===== config.mk =====
export PLATFORM = sky130hd
export DESIGN_NAME = spi_slave_flat
export DESIGN_NICKNAME = d
export VERILOG_FILES = /design/src/rtl/spi_slave_if.sv /design/src/rtl/spi_slave.sv /design/src/flat_wrapper.sv
export SDC_FILE = /design/constraint.sdc
export NUM_CORES = 1
export LEC_CHECK = 0
export ABC_CLOCK_PERIOD_IN_PS = 1700
export CORE_UTILIZATION = 30
export DETAILED_ROUTE_END_ITERATION = 6
export SLEW_MARGIN = 5
export SYNTH_ARGS = -nofsm -noshare
export SYNTH_HDL_FRONTEND = slang
export SYNTH_SLANG_ARGS = --single-unit

===== constraint.sdc =====
create_clock -name CLK -period 1.7 [get_ports CLK]
set_input_delay 0.34 -clock CLK [delete_from_list [all_inputs] [get_ports CLK]]
set_output_delay 0.34 -clock CLK [all_outputs]
set_load 0.005 [all_outputs]

===== src/rtl/spi_slave_if.sv =====
// ---------------------------------------------------------------------------
// spi_slave_if
// Bundles the SPI pins and the byte-level transmit/receive handshake of
// spi_slave into one interface.
//   SCLK, CS, MOSI : SPI pins from the link master (asynchronous to CLK)
//   MISO           : serial data back to the link master
//   tx_data/tx_valid/tx_ready : byte-wide transmit holding register handshake
//   rx_data/rx_valid          : received byte and its one-cycle strobe
//   underrun, frame_err       : one-cycle event pulses
//   busy                      : frame in progress
// Modports: slave (the responder block) and master (whoever drives it).
// ---------------------------------------------------------------------------
interface spi_slave_if;
  logic       SCLK;
  logic       CS;
  logic       MOSI;
  logic       MISO;
  logic [7:0] tx_data;
  logic       tx_valid;
  logic       tx_ready;
  logic [7:0] rx_data;
  logic       rx_valid;
  logic       underrun;
  logic       frame_err;
  logic       busy;

  modport slave (
    input  SCLK, CS, MOSI, tx_data, tx_valid,
    output MISO, tx_ready, rx_data, rx_valid, underrun, frame_err, busy
  );

  modport master (
    output SCLK, CS, MOSI, tx_data, tx_valid,
    input  MISO, tx_ready, rx_data, rx_valid, underrun, frame_err, busy
  );
endinterface


===== src/rtl/spi_slave.sv =====
// ---------------------------------------------------------------------------
// spi_slave
// SPI responder for 8-bit MSB-first frames. All SPI pins are oversampled on
// CLK through two synchronizer flops; SCLK and CS get a third flop for edge
// detection, so every pin edge acts on the 3rd CLK rising edge after it.
// Received bytes appear on rx_data with a one-cycle rx_valid pulse. Transmit
// bytes are accepted into a one-entry holding register (valid/ready) and
// moved into the output shifter at CS fall and at each byte boundary.
// Ports:
//   CLK   : system clock, rising edge
//   reset : synchronous, active-high reset
//   bus   : spi_slave_if.slave (SPI pins, tx/rx handshake, status pulses)
// Parameters:
//   MODE  : {CPOL, CPHA}
//   WIDTH : frame width (8 only)
// ---------------------------------------------------------------------------
module spi_slave #(
  parameter logic [1:0] MODE  = 2'd3,
  parameter int         WIDTH = 8
) (
  input  logic        CLK,
  input  logic        reset,
  spi_slave_if.slave  bus
);

  localparam logic CPOL = MODE[1];
  localparam logic CPHA = MODE[0];
  localparam int   CW   = $clog2(WIDTH);
  localparam logic [CW-1:0] CNT_LAST = CW'(WIDTH - 1);

  // Pin vector order: {SCLK, CS, MOSI}; idle values used at reset.
  localparam logic [2:0] PIN_IDLE = {CPOL, 1'b1, 1'b0};

  typedef enum logic {IDLE, ACTIVE} state_t;

  logic [2:0] pin_async;
  logic [2:0] sync1_reg, sync2_reg;
  logic [1:0] edge3_reg;  // third stage for {SCLK, CS} only

  assign pin_async = {bus.SCLK, bus.CS, bus.MOSI};

  always_ff @(posedge CLK) begin
    if (reset) begin
      sync1_reg <= PIN_IDLE;
      sync2_reg <= PIN_IDLE;
      edge3_reg <= PIN_IDLE[2:1];
    end else begin
      sync1_reg <= pin_async;
      sync2_reg <= sync1_reg;
      edge3_reg <= sync2_reg[2:1];
    end
  end

  logic sclk_rise, sclk_fall, cs_rise, cs_fall, mosi_sync;
  logic lead_edge, trail_edge, sample_edge, shift_edge;

  assign sclk_rise   =  sync2_reg[2] & ~edge3_reg[1];
  assign sclk_fall   = ~sync2_reg[2] &  edge3_reg[1];
  assign cs_rise     =  sync2_reg[1] & ~edge3_reg[0];
  assign cs_fall     = ~sync2_reg[1] &  edge3_reg[0];
  // MOSI is taken from the same stage the SCLK edge is detected from, so the
  // data bit and the clock edge stay aligned through the synchronizers.
  assign mosi_sync   =  sync2_reg[0];

  assign lead_edge   = CPOL ? sclk_fall : sclk_rise;
  assign trail_edge  = CPOL ? sclk_rise : sclk_fall;
  assign sample_edge = CPHA ? trail_edge : lead_edge;
  assign shift_edge  = CPHA ? lead_edge  : trail_edge;

  state_t            state_reg, state_next;
  logic [WIDTH-1:0]  shifter_reg, shifter_next;
  logic [WIDTH-1:0]  rx_shift_reg, rx_shift_next;
  logic [WIDTH-1:0]  rx_data_reg, rx_data_next;
  logic [WIDTH-1:0]  hold_data_reg, hold_data_next;
  logic [CW-1:0]     cnt_reg, cnt_next;
  logic              hold_full_reg, hold_full_next;
  logic              rx_valid_reg, rx_valid_next;
  logic              underrun_reg, underrun_next;
  logic              frame_err_reg, frame_err_next;
  logic              miso_reg, miso_next;
  logic              skip_shift_reg, skip_shift_next;
  logic              load, accept;

  always_ff @(posedge CLK) begin
    if (reset) begin
      state_reg      <= IDLE;
      shifter_reg    <= '0;
      rx_shift_reg   <= '0;
      rx_data_reg    <= '0;
      hold_data_reg  <= '0;
      cnt_reg        <= '0;
      hold_full_reg  <= 1'b0;
      rx_valid_reg   <= 1'b0;
      underrun_reg   <= 1'b0;
      frame_err_reg  <= 1'b0;
      miso_reg       <= 1'b0;
      skip_shift_reg <= 1'b0;
    end else begin
      state_reg      <= state_next;
      shifter_reg    <= shifter_next;
      rx_shift_reg   <= rx_shift_next;
      rx_data_reg    <= rx_data_next;
      hold_data_reg  <= hold_data_next;
      cnt_reg        <= cnt_next;
      hold_full_reg  <= hold_full_next;
      rx_valid_reg   <= rx_valid_next;
      underrun_reg   <= underrun_next;
      frame_err_reg  <= frame_err_next;
      miso_reg       <= miso_next;
      skip_shift_reg <= skip_shift_next;
    end
  end

  always_comb begin
    state_next      = state_reg;
    shifter_next    = shifter_reg;
    rx_shift_next   = rx_shift_reg;
    rx_data_next    = rx_data_reg;
    hold_data_next  = hold_data_reg;
    cnt_next        = cnt_reg;
    hold_full_next  = hold_full_reg;
    rx_valid_next   = 1'b0;
    underrun_next   = 1'b0;
    frame_err_next  = 1'b0;
    miso_next       = miso_reg;
    skip_shift_next = skip_shift_reg;
    load            = 1'b0;
    accept          = bus.tx_valid & ~hold_full_reg;

    case (state_reg)
      IDLE: begin
        miso_next = 1'b0;
        if (cs_fall) begin
          state_next      = ACTIVE;
          load            = 1'b1;
          cnt_next        = '0;
          skip_shift_next = 1'b0;
        end
      end
      ACTIVE: begin
        if (cs_rise) begin
          state_next = IDLE;
          miso_next  = 1'b0;
          cnt_next   = '0;
          if (cnt_reg != '0) begin
            frame_err_next = 1'b1;
          end
        end else begin
          if (shift_edge) begin
            if (skip_shift_reg) begin
              skip_shift_next = 1'b0;
            end else begin
              miso_next    = shifter_reg[WIDTH-1];
              shifter_next = {shifter_reg[WIDTH-2:0], 1'b0};
            end
          end
          if (sample_edge) begin
            rx_shift_next = {rx_shift_reg[WIDTH-2:0], mosi_sync};
            cnt_next      = cnt_reg + CW'(1);
            if (cnt_reg == CNT_LAST) begin
              rx_data_next  = {rx_shift_reg[WIDTH-2:0], mosi_sync};
              rx_valid_next = 1'b1;
              load          = 1'b1;
              // With CPHA=0 the byte ends on a leading edge and the freshly
              // loaded MSB must survive the trailing edge that follows, so
              // that one shift is swallowed.
              skip_shift_next = ~CPHA;
            end
          end
        end
      end
      default: state_next = IDLE;
    endcase

    if (load) begin
      shifter_next  = hold_full_reg ? hold_data_reg : '0;
      underrun_next = ~hold_full_reg;
    end

    // A load empties the holding register; a same-cycle accept refills it.
    hold_full_next = (hold_full_reg & ~load) | accept;
    if (accept) begin
      hold_data_next = bus.tx_data;
    end
  end

  assign bus.MISO      = CPHA ? miso_reg
                              : ((state_reg == ACTIVE) & shifter_reg[WIDTH-1]);
  assign bus.tx_ready  = ~hold_full_reg;
  assign bus.rx_data   = rx_data_reg;
  assign bus.rx_valid  = rx_valid_reg;
  assign bus.underrun  = underrun_reg;
  assign bus.frame_err = frame_err_reg;
  assign bus.busy      = (state_reg == ACTIVE);

endmodule


===== src/flat_wrapper.sv =====
// flat-port wrapper written by rule: the top's interface ports become plain ports
module spi_slave_flat 
#(
  parameter logic [1:0] MODE  = 2'd3,
  parameter int         WIDTH = 8
)
  (CLK, reset, bus_SCLK, bus_CS, bus_MOSI, bus_tx_data, bus_tx_valid, bus_MISO, bus_tx_ready, bus_rx_data, bus_rx_valid, bus_underrun, bus_frame_err, bus_busy);
  spi_slave_if bus_i ();
  input  logic CLK;
  input  logic reset;
  input wire logic [$bits(bus_i.SCLK)-1:0] bus_SCLK;
  input wire logic [$bits(bus_i.CS)-1:0] bus_CS;
  input wire logic [$bits(bus_i.MOSI)-1:0] bus_MOSI;
  input wire logic [$bits(bus_i.tx_data)-1:0] bus_tx_data;
  input wire logic [$bits(bus_i.tx_valid)-1:0] bus_tx_valid;
  output wire logic [$bits(bus_i.MISO)-1:0] bus_MISO;
  output wire logic [$bits(bus_i.tx_ready)-1:0] bus_tx_ready;
  output wire logic [$bits(bus_i.rx_data)-1:0] bus_rx_data;
  output wire logic [$bits(bus_i.rx_valid)-1:0] bus_rx_valid;
  output wire logic [$bits(bus_i.underrun)-1:0] bus_underrun;
  output wire logic [$bits(bus_i.frame_err)-1:0] bus_frame_err;
  output wire logic [$bits(bus_i.busy)-1:0] bus_busy;
  assign bus_i.SCLK = bus_SCLK;
  assign bus_i.CS = bus_CS;
  assign bus_i.MOSI = bus_MOSI;
  assign bus_i.tx_data = bus_tx_data;
  assign bus_i.tx_valid = bus_tx_valid;
  assign bus_MISO = bus_i.MISO;
  assign bus_tx_ready = bus_i.tx_ready;
  assign bus_rx_data = bus_i.rx_data;
  assign bus_rx_valid = bus_i.rx_valid;
  assign bus_underrun = bus_i.underrun;
  assign bus_frame_err = bus_i.frame_err;
  assign bus_busy = bus_i.busy;
  spi_slave #(.MODE(MODE), .WIDTH(WIDTH)) u_core (.CLK(CLK), .reset(reset), .bus(bus_i));
endmodule

# Yosys cells after proc, flatten, opt, wreduce, memory -nomap -nowiden

Cells that the tools add are included.

Reductions and logical operators: 12
Bitwise logic cells: 15
Add/sub/neg operators: 1
Equal/unequal tests: 8
Mux-type cells: 28

Operators with widths:

| operator            | number |
|---|---|
| $mux 8              | 6 |
| $mux 1              | 14 |
| $mux 3              | 3 |
| $not 1->1           | 8 |
| $pmux 1 s2          | 4 |
| $reduce_and 4->1    | 2 |
| $and 1x1->1         | 6 |
| $ne 2x2->1 const B  | 3 |
| $ne 3x1->1 const B  | 2 |
| $pmux 3 s2          | 1 |
| $reduce_and 2->1    | 3 |
| $reduce_bool 2->1   | 2 |
| $reduce_or 2->1     | 2 |
| $add 3x1->3 const B | 1 |
| $eq 3x3->1 const B  | 1 |
| $ne 3x2->1 const B  | 1 |
| $reduce_and 3->1    | 1 |
| $reduce_bool 3->1   | 1 |
| $reduce_or 3->1     | 1 |
| $ne 2x1->1 const B  | 1 |
| $or 1x1->1          | 1 |

Logic and storage cells: 79
Input bits: 14
Output and inout bits: 14
Flip-flop bits (word level): 49

# Longest topological paths before layout

Depth after elaboration: 8
Mapped depth: 8

# Worst setup path before layout

Ideal clock, no wire load.

Path type: register -> register
From: reg u_core.cnt_reg[0]
To: reg u_core.shifter_reg[0]
Data arrival time: 1596 ps
Path buffers: 1
Setup time: 128 ps
Required time: 1572 ps
Stages on the path, launching flop included: 9
Clock period less this slack: 1724 ps
Setup slack: -24 ps
Cells stage by stage: dfxtp_1 -> ha_1 -> ha_1 -> and3b_1 -> a31oi_4 -> buf_6 -> nor3_1 -> a21oi_1 -> nor2_1

Word-level cells in the longest chain between the ends: 7
Elaborated cells between the ends (all ways): 11
Classes of those cells: eq/ne: 3; mux: 5; reduce/logical: 3

RTL lines:

| element                                                                 | RTL line         | RTL |
|---|---|---|
| start: declaration                                                      | spi_slave.sv:75  | `logic [CW-1:0] cnt_reg, cnt_next;` |
| start signal: assignment                                                | spi_slave.sv:104 | `cnt_reg <= cnt_next;` |
| $eq 3x3->1 (*)                                                          | spi_slave.sv:160 | `if (cnt_reg == CNT_LAST) begin` |
| $mux 1 (*)                                                              | spi_slave.sv:160 |  |
| $mux 1 (*)                                                              | spi_slave.sv:157 | `if (sample_edge) begin` |
| $mux 1 (*)                                                              | spi_slave.sv:141 | `if (cs_rise) begin` |
| $pmux 1 s2 (*)                                                          | spi_slave.sv:130 | `case (state_reg)` |
| $ne 2x2->1 (no source line) / $reduce_bool 2->1 (equally long branches) | --               |  |
| $reduce_and 4->1 (no source line)                                       | --               |  |
| end signal: assignment                                                  | spi_slave.sv:100 | `shifter_reg <= shifter_next;` |
| end: declaration                                                        | spi_slave.sv:71  | `logic [WIDTH-1:0] shifter_reg, shifter_next;` |

Mark *: on every way between the ends. The rest lies on a longest branch, timed or not.
A chain may end at the register's enable or synchronous reset.

# Worst setup path in the final report

From: reg u_core.cnt_reg[1]
To: reg u_core.shifter_reg[5]

Same word-level chain as after synthesis.

==> reports/metrics.cfg <==
[placed_design]
io_buffers=27
hpwlAfterDp_um=2722
dpl.cell_count=327
place.gp.congestion=0.7310

[detailed_routing]
drc=0
drtPass1Iterations=4
avgRoutedWirePerCell_um=11.98
first_iter_violations=66
vias=1580
viasPerCell=4.661
ant_nets=0
routed_wl_um=4062

[worst_setup_path]
cp_cell_sequence=ha_4 -> ha_4 -> and3b_1 -> a31oi_4 -> buf_12 -> nor2_4 -> a211oi_2 -> nor3_2
crit_fanout=7
crit_buf_inv=1
worstSetupPathType=reg2reg
cp_data_arrival_time_ns=1.93
cp-start-kind=register
cpLargestDelayFamily=compound AO/OA/AOI/OAI gates
slowest_stage=dfxtp_2
worst_setup_path_end_kind=register
slowest_delay_ns=0.35
cpMostUsedCell=ha_4
worstPathRequired_ns=1.90

[layout]
final_util_pct=40.61
multiInputGateArea_um2=953.4
antennaDiodeCount=0
n_fill_cell=632
final_common_cell=nand2_1
most-common-layout-cells=49 x nand2_1, 47 x dfxtp_1, 28 x a21oi_1, 26 x clkdlybuf4s50_1, 19 x nor2_1
final_cells=339
nNetsFinal=278
regArea_um2=983.4
drive_above_1_share_pct=22.90
syn_to_final_growth_pct=30.53

[floorplanning]
die_h_um=83.15
rows=29
die_area_um2=6914
core_um2=6350
pin_count=28
die_w_um=83.15
initial_core_util_pct=31.11

[timing]
setup_violations=6
timing.fmax_ghz=0.5772
hold_violations=0
fin_crit_ns=1.732
maxSlewHeadroom_pct=69.87
hold_slack_ns=0.3338
slew_viol_final=0
fin_crit_sh_pct=101.9
tightest_slew_ns=0.4406
tns_ns=-0.08955
fin_ws_ns=-0.03249
final.setup_skew_ns=0.01104
rsz0062_at_grt=true

[synthesis]
synth_ff_type=dfxtp_1
synth_area_leader_cell=dfxtp_1
synth.area.top_cells=dfxtp_1 50%, nand2_1 9.3%, a21oi_1 7.1%
syn_inst=221
synth-edff-count=0
synth_top_area_share_pct=49.65
synth_cell_types=34
synthArstFlopShare_pct=0
yosysWarnings=0
avgSynthCellArea_um2=8.940
syn-num-nets=238
ys_seq_elements=49
ys_seq_area_share_pct=49.65
synthesis.area_um2=1976

[grt]
grt_pass1_vias=1551
overflow=0
grt_pass1_wl_um=6906
antenna_found_initial=0
grt_max_degree=28
grt_util_all_layers_pct=12.48

[status]
status=finished with violations
violations=setup timing

[cts]
clk_pin_slew_worst_paths_ns=0.10
clock_latency_ns=0.31
clk_path_buf_depth=2
cts_tree=done
cts_root_buffer=clkbuf_8
ctsHtreeMaxLevel=2
cts_inserted_buffers=5
clock-sinks=49

[power]
static-leakage-power_nw=0.8779
p_int_mw=1.565
p_comb_share_pct=9.1
clock_power_share_pct=34.0
p_sw_share_pct=25.44
p_sw_mw=0.5337
peakVddDrop_uv=471.1
p_per_area_nw_per_um2=813.7
p_seq_share_pct=56.9

[hold_path]
hold_class=in2reg

[job]
maxCapViolCount=0

==> cells in the mapped netlist (4+ instances only) <==
master    instances
a21oi_1          28
clkbuf_1          5
or2_2             6
inv_1             4
dfxtp_1          49
nor2b_1           4
nand2_1          49
nor3_1            4
nor3_2            7
nor2_1           21
nand3_1           8
a211oi_2          7
==> cell families (layout without fill, tap and decap cells) <==
family | Yosys count | after routing | share of synthesized area (%)
buffers and inverters | 16 | 57 | 4.243
AO/OA/AOI/OAI | 42 | 42 | 15.26
multiplexers | 1 | 1 | 0.5067
adder cells (fa/ha/maj) | 3 | 3 | 1.900
AND/OR/NAND/NOR | 110 | 110 | 28.44
flip-flops | 49 | 49 | 49.65
==> power by group through the flow <==
stage / Combinational (mW) / Clock [mW] / Sequential (mW)
detailed placement: 0.175 / 0 / 1.22
finish: 0.191 / 0.713 / 1.19
floorplan: 0.0992 / 0 / 1.22
CTS: 0.193 / 0.729 / 1.19
global route: 0.208 / 0.772 / 1.20
global placement: 0.174 / 0 / 1.22
==> layout make-up <==
| cell class | instances | area share (%) |
|---|---|---|
| clock buffers | 5 | 2.669 |
| clock inverters | 3 | 0.8248 |
| well taps | 77 | 3.736 |
| multi-input cells | 156 | 36.97 |
| flip-flops and latches | 49 | 38.14 |
| inverters | 5 | 0.7278 |
| repair buffers | 44 | 16.93 |
==> metal layers <==
layer | wire length (µm) | vias up | GRT usage (%)
li1 | - | 816 | -
met1 | 1859 | 732 | 14.35
met2 | 1983 | 28 | 21.61
met3 | 163 | 4 | 4.175
met4 | 55 | 0 | 4.232
met5 | 0 | - | 0
==> through the flow <==
stage               total power, mW  cell area (µm²)  setup slack, ns
floorplan                     1.318             1977         0.005262
global placement              1.394             2384        -0.006033
detailed placement            1.396             2384         -0.05847
CTS                           2.117             2579         -0.01434
global route                  2.179             2579          -0.1167
finish                        2.098             2579         -0.03249
==> final timing paths <==
kind	start	end	slack [ns]	cells past startpoint
worst min register to register	u_core.sync1_reg[2]	u_core.sync2_reg[2]	0.42	1
worst max-delay path	u_core.cnt_reg[1]	u_core.shifter_reg[5]	-0.03	8
worst max register to register	u_core.cnt_reg[1]	u_core.shifter_reg[5]	-0.03	8
worst min-delay path	reset	u_core.bus.busy	0.33	2
==> timing repair <==
item                       4_1_cts  5_1_grt
buffers inserted                 3        0
setup endpoints to repair        7       10
resized for setup               13        0
gates cloned                     1        0
hold buffers                     0        0
pin swaps                        8        1
Note: power is estimated with default switching activity, not from simulation.
